--- src/rtl/instruction_encoder.sv ---
// instruction_encoder: packs RV32 I/S/B fields into 32-bit words, range-checks
// the immediate, and queues {word, byte address} in a 2-entry FIFO.
// Rejected requests raise a one-cycle error pulse and bump a saturating count.
module instruction_encoder #(
    parameter int ADDR_W = 16
) (
    input  logic              clk,
    input  logic              rst_n,
    input  logic              in_valid,
    output logic              in_ready,
    input  logic [1:0]        fmt,
    input  logic [4:0]        rd,
    input  logic [4:0]        rs1,
    input  logic [4:0]        rs2,
    input  logic [2:0]        funct3,
    input  logic [63:0]       imm,
    input  logic              addr_clr,
    output logic              out_valid,
    input  logic              out_ready,
    output logic [31:0]       instr,
    output logic [ADDR_W-1:0] out_addr,
    output logic              err_pulse,
    output logic [7:0]        err_count
);

    localparam logic [1:0] FMT_IALU  = 2'b00;
    localparam logic [1:0] FMT_ILOAD = 2'b01;
    localparam logic [1:0] FMT_STORE = 2'b10;

    localparam logic [6:0] OP_IALU   = 7'b0010011;
    localparam logic [6:0] OP_ILOAD  = 7'b0000011;
    localparam logic [6:0] OP_STORE  = 7'b0100011;
    localparam logic [6:0] OP_BRANCH = 7'b1100011;

    typedef struct packed {
        logic [31:0]       word;
        logic [ADDR_W-1:0] addr;
    } entry_t;

    entry_t            mem [2];
    logic              wr_ptr, rd_ptr;
    logic [1:0]        count;
    logic [ADDR_W-1:0] addr_cnt;

    logic              legal, accept, push, pop;
    logic [31:0]       word;

    // Ready only on free space; a pop in the same cycle does not free a slot early.
    assign in_ready  = (count != 2'd2);
    assign out_valid = (count != 2'd0);
    assign accept    = in_valid & in_ready;
    assign push      = accept & legal;
    assign pop       = out_valid & out_ready;

    // Immediate must fit the signed field of the chosen format; branches need even offsets.
    always_comb begin
        legal = 1'b0;
        if (fmt == 2'b11)
            legal = ((&imm[63:12]) | ~(|imm[63:12])) & ~imm[0];
        else
            legal = (&imm[63:11]) | ~(|imm[63:11]);
    end

    // Field packing for the four supported formats.
    always_comb begin
        word = '0;
        case (fmt)
            FMT_IALU:  word = {imm[11:0], rs1, funct3, rd, OP_IALU};
            FMT_ILOAD: word = {imm[11:0], rs1, funct3, rd, OP_ILOAD};
            FMT_STORE: word = {imm[11:5], rs2, rs1, funct3, imm[4:0], OP_STORE};
            default:   word = {imm[12], imm[10:5], rs2, rs1, funct3, imm[4:1], imm[11], OP_BRANCH};
        endcase
    end

    // Two-entry FIFO; push is only ever issued when a slot is free.
    always_ff @(posedge clk or negedge rst_n) begin
        if (!rst_n) begin
            mem[0] <= '0;
            mem[1] <= '0;
            wr_ptr <= 1'b0;
            rd_ptr <= 1'b0;
            count  <= 2'd0;
        end else begin
            if (push) begin
                mem[wr_ptr] <= '{word: word, addr: addr_cnt};
                wr_ptr      <= ~wr_ptr;
            end
            if (pop)
                rd_ptr <= ~rd_ptr;
            count <= count + {1'b0, push} - {1'b0, pop};
        end
    end

    assign instr    = out_valid ? mem[rd_ptr].word : 32'd0;
    assign out_addr = out_valid ? mem[rd_ptr].addr : '0;

    // Address counter: clear wins over increment; a same-cycle push still sees the old value.
    always_ff @(posedge clk or negedge rst_n) begin
        if (!rst_n)
            addr_cnt <= '0;
        else if (addr_clr)
            addr_cnt <= '0;
        else if (push)
            addr_cnt <= addr_cnt + ADDR_W'(4);
    end

    // Rejection reporting: pulse for one cycle, count saturates at 255.
    always_ff @(posedge clk or negedge rst_n) begin
        if (!rst_n) begin
            err_pulse <= 1'b0;
            err_count <= 8'd0;
        end else begin
            err_pulse <= accept & ~legal;
            if (accept && !legal && err_count != 8'hFF)
                err_count <= err_count + 8'd1;
        end
    end

endmodule
--- config.mk ---
export PLATFORM = sky130hd
export DESIGN_NAME = instruction_encoder
export DESIGN_NICKNAME = d
export VERILOG_FILES = /design/src/rtl/instruction_encoder.sv
export SDC_FILE = /design/constraint.sdc
export NUM_CORES = 1
export LEC_CHECK = 0
export ABC_CLOCK_PERIOD_IN_PS = 2340
export BUFFER_PORTS_ARGS = -buffer_cell sky130_fd_sc_hd__buf_2
export CAP_MARGIN = 10
export CORE_ASPECT_RATIO = 0.6
export CORE_MARGIN = 1.5
export CORE_UTILIZATION = 30
export CTS_CLUSTER_DIAMETER = 150
export DETAILED_ROUTE_END_ITERATION = 8
export PLACE_DENSITY = 0.49
export SYNTH_ARGS = -nofsm -noshare
export SYNTH_HDL_FRONTEND = slang
export SYNTH_SLANG_ARGS = --single-unit
--- constraint.sdc ---
create_clock -name clk -period 2.34 [get_ports clk]
set_input_delay 0.117 -clock clk [delete_from_list [all_inputs] [get_ports clk]]
set_output_delay 0.117 -clock clk [all_outputs]
set_load 0.02 [all_outputs]
Word-level counts from Yosys, hierarchy flattened --
Cells that the tools add are included. Widths: inputs -> output; s select.
Operators by class: add/subtract/negate cells 4, $lt $le $gt $ge 3, eq/ne operators 5, muxes and demuxes 12, bitwise logic cells 15, reduce and logical (&&, ||, !) cells 11
Operators with widths (count):
- $mux 48 | 4
- $bwmux 96 | 1
- $pmux 32 s3 | 1
- $reduce_and 53->1 | 1
- $reduce_or 53->1 | 1
- $reduce_and 52->1 | 1
- $reduce_or 52->1 | 1
- $demux 48 s1 | 1
- $mux 16 | 3
- $mux 32 | 1
- $add 16x3->16 const B | 1
- $add 8x1->8 const B | 1
- $ne 8x8->1 const B | 1
- $not 1->1 | 6
- $and 1x1->1 | 5
- $eq 2x2->1 const B | 2
- $ge 2x2->1 const B | 2
- $not 1->2 | 2
- $reduce_bool 2->1 | 2
- $logic_and 1x1->1 | 3
- $add 2x1->2 | 1
- $eq 2x1->1 const B | 1
- $logic_not 2->1 | 1
- $lt 2x1->1 const B | 1
- other kinds (5) | 6
Storage, ports and cells: register bits 125, output and inout bits 59

Longest topological paths before layout --
Gate-level depths: netlist of the first run.
depth after elaboration 8, mapped depth 13

Worst setup path before layout of the first run --
No wires, ideal clock.
path type input-to-reg, from in imm[13], to reg count[1], library setup time 0.123 ns, data arrival time 2.328 ns, slack -0.111 ns, cell stages on the path 12, buffers on the path 1, path through nor4_1 > nand4_1 > or4_4 > o21a_1 > nor3_2 > buf_4 > inv_1 > ha_1 > inv_1 > ha_1 > xnor2_1 > xnor2_1
Between the ends: cells in the longest elaborated chain, start to end 8
RTL lines:
- start, declared | RTL line 16 | input logic [63:0] imm,
- $reduce_or 52->1 | RTL line 59 | legal = ((&imm[63:12]) | ~(|imm[63:12])) & ~imm[0];
- $not 1->1 | RTL line 59
- $or 1x1->1 | RTL line 59
- $and 1x1->1 | RTL line 59
- $mux 1 * | RTL line 58 | if (fmt == 2'b11)
- $and 1x1->1 * | RTL line 52 | assign push = accept & legal;
- $add 2x1->2 * | RTL line 90 | count <= count + {1'b0, push} - {1'b0, pop};
- $sub 2x1->2 * | RTL line 90
- end signal, assigned | RTL line 90
- end, declared | RTL line 42 | logic [1:0] count;
Every way passes the cells marked *; elsewhere a longest branch is shown, timed or not. A chain may end at the register's enable or synchronous reset.

Final worst setup path of the first run --
from in fmt[0], to reg err_count[1]
Between the ends: cells in the longest elaborated chain, start to end 5
RTL lines:
- start, declared | RTL line 11 | input logic [1:0] fmt,
- $eq 2x2->1 | RTL line 58
- $mux 1 | RTL line 58
- $logic_not 1->1 | RTL line 114 | if (accept && !legal && err_count != 8'hFF)
- $logic_and 1x1->1 (2 in a row) | RTL line 114
- end signal, assigned | RTL line 115 | err_count <= err_count + 8'd1;
- end, declared | RTL line 23 | output logic [7:0] err_count
No other way between the ends.

==> impl_results.md, run 1 <==
- Hold Path End: addr_cnt[7]$_DFFE_PN0P_
- Internal: 0.00386 W
- Avg Inst Size Synth: between 10 and 15 µm²
- Status: finished, final reports clean
- Final core occ: 0.408
- Power Dens Cells: 670 nW/µm²
- Setup ws final: 0.184 ns
- Max IR drop VDD: 0.506 mV
- Count of cell types in the netlist: between 40 and 50
- Critical path endpoint category: flop
- Sw Share: 0.259
- Min Tclk post-route: 2.16 ns
- Clock buffer count from CTS: 17
- Pin count of the biggest net entering global routing: 54
- Die width: about 180 µm
- Global-route wire length before repair: 24,800 µm
- Number of flops mapped to enable cells by yosys: 0
- CP Data Required Time: 2.64 ns
- Share of post-route cells with drive strength above 1: 0.445
- Die area: 20,400 µm²
- Crit path buf inv count: 3
- IO Count: about 150
- Clk network pwr share: 0.485
- Place WS: -0.125 ns
- RD Place Congestion: 0.909
- Nets: ~760
- Highest net fanout along the worst path: 5
- DR vias: 4,524
- Critical Path, Cell by Cell: dlygate4sd3_1 > buf_2 > and2_1 > nor2b_1 > a22o_1 > buf_4 > nor2_2 > nor3_1 > mux2_1
- Sw Pwr: 0.00135 W
- Combinational Power Share: 0.113
- Reg clk slew, reported paths: roughly 0.050 ns
- Die H: 111 µm
- First DRT Iteration DRCs: 199
- DRC Markers: 0
- WL/cell: around 16 µm
- FP Rows: 39
- Final slew viol count: 0
- Hold_sp: addr_clr
- Leak: 3.72 nW
- TritonCTS clock tree: built
- Post-route cell area: between 7000 and 8000 µm²
- CP max-delay cell: dlygate4sd3_1
- Unrepaired setup endpoints after global routing: no
- Critical Path AT: about 2.5 ns
- Final wirelength: 15,500 µm
- Antenna-violating nets left: 0
- DRT Pass-1 Iters: 5
- Peak Freq: 0.464 GHz
- Worst-case reg-to-reg path depth: 6
- Critical R2R Launch: addr_cnt[2]$_DFFE_PN0P_
- Initial Util: 0.307
- # H-tree levels: 4
- Number of inserted diodes: 0
- Number of stages on the worst hold path: 2
- DR vias/cell: 4.79
- Predominant post-synthesis flop cell: dfrtp_1
- Sequential area share after synthesis: 0.482
- Slew @ Worst Pin: 0.598 ns
- Root Driver: clkbuf_16
- Vias in the first global route: 4,591
- Worst hold-check path type: in2reg
- Cell Area, Placed: between 7000 and 8000 µm²
- Kind of start point of the critical path: primary input
- Yosys synthesis warning count: 0
- Aggregate global-route resource usage: 0.159
- Slew margin rel.: 0.602
- Final setup viols: 0
- Max stage delay on crit path: around 0.54 ns
- CTS max path bufs: 2
- Syn Inst Count: 494
- Final period utilization: 0.921
- Flop and latch count out of synthesis: 113
- Port buffer count: approximately 140
- Worst R2R Setup Slack: about 0.33 ns
- Hpwl dp: between 10,000 and 15,000 µm
- Clk_lat worst skew: 0.42 ns
- Largest delay share family, worst path: buffers and inverters
- Worst Skew: 0.00717 ns
- Congestion Overflow GR: 0
- Final hold vios: 0
- Clock sinks: 113
- Area Growth Syn to Fin: 32.8%
- Ys async rst share: 1.00
- Max Cap Viol: 0
- Crit Path Category: in2reg
- Worst r2r dst: addr_cnt[12]$_DFFE_PN0P_
- Initial antenna violation count: 0
- Core ar.: 19,100 µm²
- Part of the power in registers: 0.402
- Post-synth design cell area: 5860 µm²
-- state kept, by name, indices dropped and copies added (netlist names) --
register and count:
err_count 8, addr_cnt 14, wr_ptr 1, rd_ptr 1
mem 86, err_pulse 1, count 2
-- cell families after synthesis --
| kind of cell | Yosys count | share of synthesized area |
|---|---|---|
| AOI/OAI and AO/OA | 32 | 0.0380 |
| xor gates and xnor gates | 14 | 0.0209 |
| adders and majority gates | 4 | 0.00853 |
| buffers and inverters | 39 | 0.0397 |
| DFF | 113 | 0.482 |
| muxes | 131 | 0.268 |
| other | 1 | 0.000639 |
| and+or+nand+nor | 160 | 0.143 |
-- per-stage QoR --
| stage | std cells | total power (W) | setup TNS (ns) | hold slack (ns) |
|---|---|---|---|---|
| finish | 944 | 0.00521 | 0 | 0.0792 |
| global route | 944 | 0.00544 | 0 | 0.0691 |
| CTS | 944 | 0.00529 | 0 | 0.0619 |
| detailed placement | 897 | 0.00271 | -1.05 | 0.163 |
| global placement | 897 | 0.00269 | -1.08 | 0.149 |
| floorplan | 497 | 0.00242 | -0.0173 | -0.179 |
-- power by group through the flow --
stage	Sequential [W]	Clock (W)	Combinational, W
4_1_cts	0.00210	0.00260	0.000597
3_3_place_gp	0.00213	0	0.000566
5_1_grt	0.00211	0.00269	0.000645
2_1_floorplan	0.00218	0	0.000233
3_5_place_dp	0.00213	0	0.000574
6_report	0.00210	0.00253	0.000590
-- layout make-up --
class / count / area [µm²]
Clock buffer: 20 / 457
Clock inverter: 11 / 114
Fill cell: 1822 / 11300
Inverter: 6 / 22.5
Multi-Input combinational cell: 345 / 2920
Sequential cell: 113 / 2830
Tap cell: 266 / 333
Timing Repair Buffer: 183 / 1110
-- worst register-to-register path, stage by stage (launching register included) --
cell and delay, ns:
dfrtp_1 0.46, ha_1 0.23, and3_1 0.21, and3_1 0.32
nand4_1 0.15, or4_1 0.41, a21oi_1 0.15
-- worst max-delay path by stage --
stage / end / cells after the start / start / slack (ns)
after detailed placement: count[1]$_DFF_PN0_ / 12 / imm[13] / -0.12
after global placement: count[1]$_DFF_PN0_ / 13 / imm[12] / -0.11
after CTS: instr[5] / 4 / rd_ptr$_DFFE_PN0P_ / 0.17
after global routing: err_count[1]$_DFFE_PN0P_ / 9 / fmt[0] / 0.07
final: err_count[1]$_DFFE_PN0P_ / 9 / fmt[0] / 0.18
after floorplan: count[1]$_DFF_PN0_ / 12 / imm[44] / -0.02
-- repair_timing --
item / CTS / global route
buffers inserted: 0 / 0
resized for setup: 0 / 0
hold buffers: 16 / 0
hold endpoints to repair: 72 / 0
-- Yosys cell counts, types with 5 or more instances --
| library cell | instances | area share |
|---|---|---|
| inv_1 | 6 | 0.0038 |
| buf_6 | 8 | 0.015 |
| nor4_1 | 17 | 0.018 |
| o21ai_0 | 7 | 0.0060 |
| mux2i_1 | 45 | 0.077 |
| mux2_2 | 43 | 0.083 |
| clkbuf_1 | 14 | 0.0090 |
| buf_4 | 6 | 0.0077 |
| nand4_1 | 23 | 0.025 |
| nand3_1 | 7 | 0.0060 |
| mux2_4 | 40 | 0.10 |
| nor2_1 | 61 | 0.039 |
| dfrtp_1 | 113 | 0.48 |
| nand2_1 | 18 | 0.012 |
| and3_1 | 5 | 0.0053 |
| xnor2_1 | 7 | 0.010 |
| a21oi_1 | 9 | 0.0077 |
| xor2_1 | 7 | 0.010 |
-- metal layers --
| layer | global-route usage | share of wire | vias to the layer above |
|---|---|---|---|
| met4 | 0.0617 | 0.016 | 0 |
| met1 | 0.231 | 0.51 | 2239 |
| met5 | 0 | 0 | - |
| met2 | 0.226 | 0.42 | 148 |
| li1 | - | - | 2118 |
| met3 | 0.0378 | 0.053 | 19 |
-- placed cells by master (no fill, tap or decap), drive strengths merged, types with 6 or more instances in the layout --
cell type      n
a21oi          9
buf          167
clkbuf        20
clkinv         7
dfrtp        113
dlygate4sd3   16
inv            6
mux2          86
mux2i         45
nand2         19
nand3          7
nand4         25
nor2          62
nor4          18
o21ai          8
xnor2          7
xor2           7
(Power assumes the default switching activity.)
==> inputs of run 2 (changes only) <==
--- a/config.mk
+++ b/config.mk
@@ -8,12 +8,14 @@
 export ABC_CLOCK_PERIOD_IN_PS = 2340
 export BUFFER_PORTS_ARGS = -buffer_cell sky130_fd_sc_hd__buf_2
 export CAP_MARGIN = 10
+export CELL_PAD_IN_SITES_DETAIL_PLACEMENT = 1
+export CELL_PAD_IN_SITES_GLOBAL_PLACEMENT = 1
 export CORE_ASPECT_RATIO = 0.6
 export CORE_MARGIN = 1.5
 export CORE_UTILIZATION = 30
 export CTS_CLUSTER_DIAMETER = 150
 export DETAILED_ROUTE_END_ITERATION = 8
-export PLACE_DENSITY = 0.49
+export PLACE_DENSITY = 0.6
 export SYNTH_ARGS = -nofsm -noshare
 export SYNTH_HDL_FRONTEND = slang
 export SYNTH_SLANG_ARGS = --single-unit
==> run 2 against run 1 <==
  * Highest routed layer unchanged
  * Total power grew 6.3%
  * Global-route usage is 1.6 points higher
  * First-iteration DRC count rose by 2.0%
  * Non-clock buffer count up 1
==> impl_results.md, run 2 (synthesis results as in run 1) <==
- Final hold vios: 0 (unchanged)
- M1 WL: 7980 µm (was 7960 µm)
- First DRT Iteration DRCs: 203 (was 199)
- Leak: 3.76 nW (was 3.72 nW)
- Max Cap Viol: 0 (unchanged)
- Core ar.: 19,100 µm² (unchanged)
- Power Dens Cells: 704 nW/µm² (was 670 nW/µm²)
- Hold_buf cts: 16 (unchanged)
- Setup_tns: 0 ns (unchanged)
- Total power: 0.00554 W (was 0.00521 W)
- Dpl cells: 898 (was 897)
- Clock buffer count from CTS: 17 (unchanged)
- DR WL met3: 878 µm (was 819 µm)
- Highest routed layer: met4 (unchanged)
- Die H: 111 µm (unchanged)
- Share of post-route cells with drive strength above 1: 0.447 (was 0.445)
- Critical Path AT: 2.54 ns (was 2.46 ns)
- Post_cts resized: 0 (unchanged)
- Min Tclk post-route: 2.22 ns (was 2.16 ns)
- Most frequent cells in the layout: 142 x buf_2, 112 x dfrtp_1, 60 x nor2_1, 45 x mux2i_1, 43 x mux2_2 (unchanged)
- Aggregate global-route resource usage: 0.175 (was 0.159)
- Status: finished, final reports clean (unchanged)
- Initial Util: 0.307 (unchanged)
- IO Count: 148 (unchanged)
- DR vias: 4,562 (was 4,524)
- Max stage delay on crit path: 0.52 ns (was 0.54 ns)
- Place WS: -0.178 ns (was -0.125 ns)
- Met2 wire len: 7610 µm (was 6470 µm)
- Worst Skew: 0.0110 ns (was 0.00717 ns)
- Kind of start point of the critical path: primary input (unchanged)
- Critical Path, Cell by Cell: dlygate4sd3_1 > buf_2 > and2_1 > nor2b_1 > a22o_1 > buf_4 > nor4_2 > or3b_1 > a21oi_1 (was dlygate4sd3_1 > buf_2 > and2_1 > nor2b_1 > a22o_1 > buf_4 > nor2_2 > nor3_1 > mux2_1)
- Nets: 760 (was 759)
- WL/cell: 17.6 µm (was 16.4 µm)
- Congestion Overflow GR: 0 (unchanged)
- Antenna-violating nets left: 0 (unchanged)
- DR vias/cell: 4.82 (was 4.79)
- DRT Pass-1 Iters: 4 (was 5)
- Largest register FFs: 86 (unchanged)
- Die width: 184 µm (unchanged)
- Unrepaired setup endpoints after global routing: no (unchanged)
- CP Data Required Time: 2.66 ns (was 2.64 ns)
- Vias in the first global route: 5,155 (was 4,591)
- Highest net fanout along the worst path: 7 (was 5)
- Die area: 20,400 µm² (unchanged)
- FP Rows: 39 (unchanged)
- DRC Markers: 0 (unchanged)
- Final setup viols: 0 (unchanged)
- Final slew viol count: 0 (unchanged)
- CP max-delay cell: dlygate4sd3_1 (unchanged)
- Root Driver: clkbuf_16 (unchanged)
- Worst hold-check path type: in2reg (unchanged)
- # H-tree levels: 4 (unchanged)
- Area Growth Syn to Fin: 34.4% (was 32.8%)
- Number of post-CTS setup repair buffers: 0 (unchanged)
- Pin count of the biggest net entering global routing: 45 (was 54)
- Final std cells w/o fill: 946 (was 944)
- TritonCTS clock tree: built (unchanged)
- Reg clk slew, reported paths: 0.05 ns (about the same)
- Slew margin rel.: 0.650 (was 0.602)
- Max IR drop VDD: 0.532 mV (was 0.506 mV)
- Most common cell after layout, fill and taps aside: buf_2 (unchanged)
- Clk_lat worst skew: 0.41 ns (was 0.42 ns)
- Hold slack: 0.0883 ns (was 0.0792 ns)
- CTS max path bufs: 2 (unchanged)
- RD Place Congestion: 0.874 (was 0.909)
- Global-route wire length before repair: 27,500 µm (was 24,800 µm)
- Port buffer count: 143 (unchanged)
- Biggest regs: mem: 86 flops, addr_cnt: 14 flops, err_count: 8 flops (unchanged)
- Number of inserted diodes: 0 (unchanged)
- Slew @ Worst Pin: 0.526 ns (was 0.598 ns)
- Setup ws final: 0.119 ns (was 0.184 ns)
- Peak Freq: 0.450 GHz (was 0.464 GHz)
- Final wirelength: 16,600 µm (was 15,500 µm)
- Clock sinks: 113 (unchanged)
- Initial antenna violation count: 0 (unchanged)
- Crit Path Category: in2reg (unchanged)
- Hpwl dp: 12,100 µm (was 10,900 µm)
- Critical path endpoint category: flop (unchanged)
- Top reg by flops: mem (unchanged)
- Final period utilization: 0.949 (was 0.921)
[run 2: cell type report]
type	count	area, µm²
clock buffer	18	429
fill	2117	11200
inverter	6	22.5
clock inverter	14	214
sequential	113	2830
multi-input combinational	345	2920
timing repair buffer	184	1130
tap	266	333
[run 2: per-stage QoR]
step	instance area, µm²	util
2_1_floorplan	5960	-
3_3_place_gp	7080	0.371
3_5_place_dp	7080	0.371
4_1_cts	7880	0.413
5_1_grt	7880	0.413
6_report	7880	0.413
[run 2: where the power goes]
group,switching [W],internal [W]
clock,0.000955,0.00189
combinational,0.000361,0.000243
sequential,0.0000813,0.00202
[run 2: final timing paths]
| kind | start | to | slack (ns) | cells past startpoint |
|---|---|---|---|---|
| max in group asynchronous | rst_n | mem[69]$_DFFE_PN0P_ | 1.45 | 3 |
| setup / recovery | fmt[0] | addr_cnt[9]$_DFFE_PN0P_ | 0.12 | 9 |
| setup reg to reg | count[0]$_DFF_PN0_ | addr_cnt[9]$_DFFE_PN0P_ | 0.14 | 6 |
| hold / removal | addr_clr | addr_cnt[5]$_DFFE_PN0P_ | 0.09 | 2 |
| min in group asynchronous | rst_n | mem[59]$_DFFE_PN0P_ | 0.21 | 2 |
| hold reg to reg | mem[65]$_DFFE_PN0P_ | mem[65]$_DFFE_PN0P_ | 0.47 | 1 |
[run 2: critical path: cells and delay by family]
kind                   cells  cell delay [ns]
buffers and inverters      3             0.84
AOI/OAI and AO/OA          2             0.43
and+or+nand+nor            4             1.16
[run 2: routing by layer]
layer	vias up	global-route usage
met4	0	0.0492
li1	2123	-
met2	133	0.278
met5	-	0
met1	2293	0.235
met3	13	0.0457
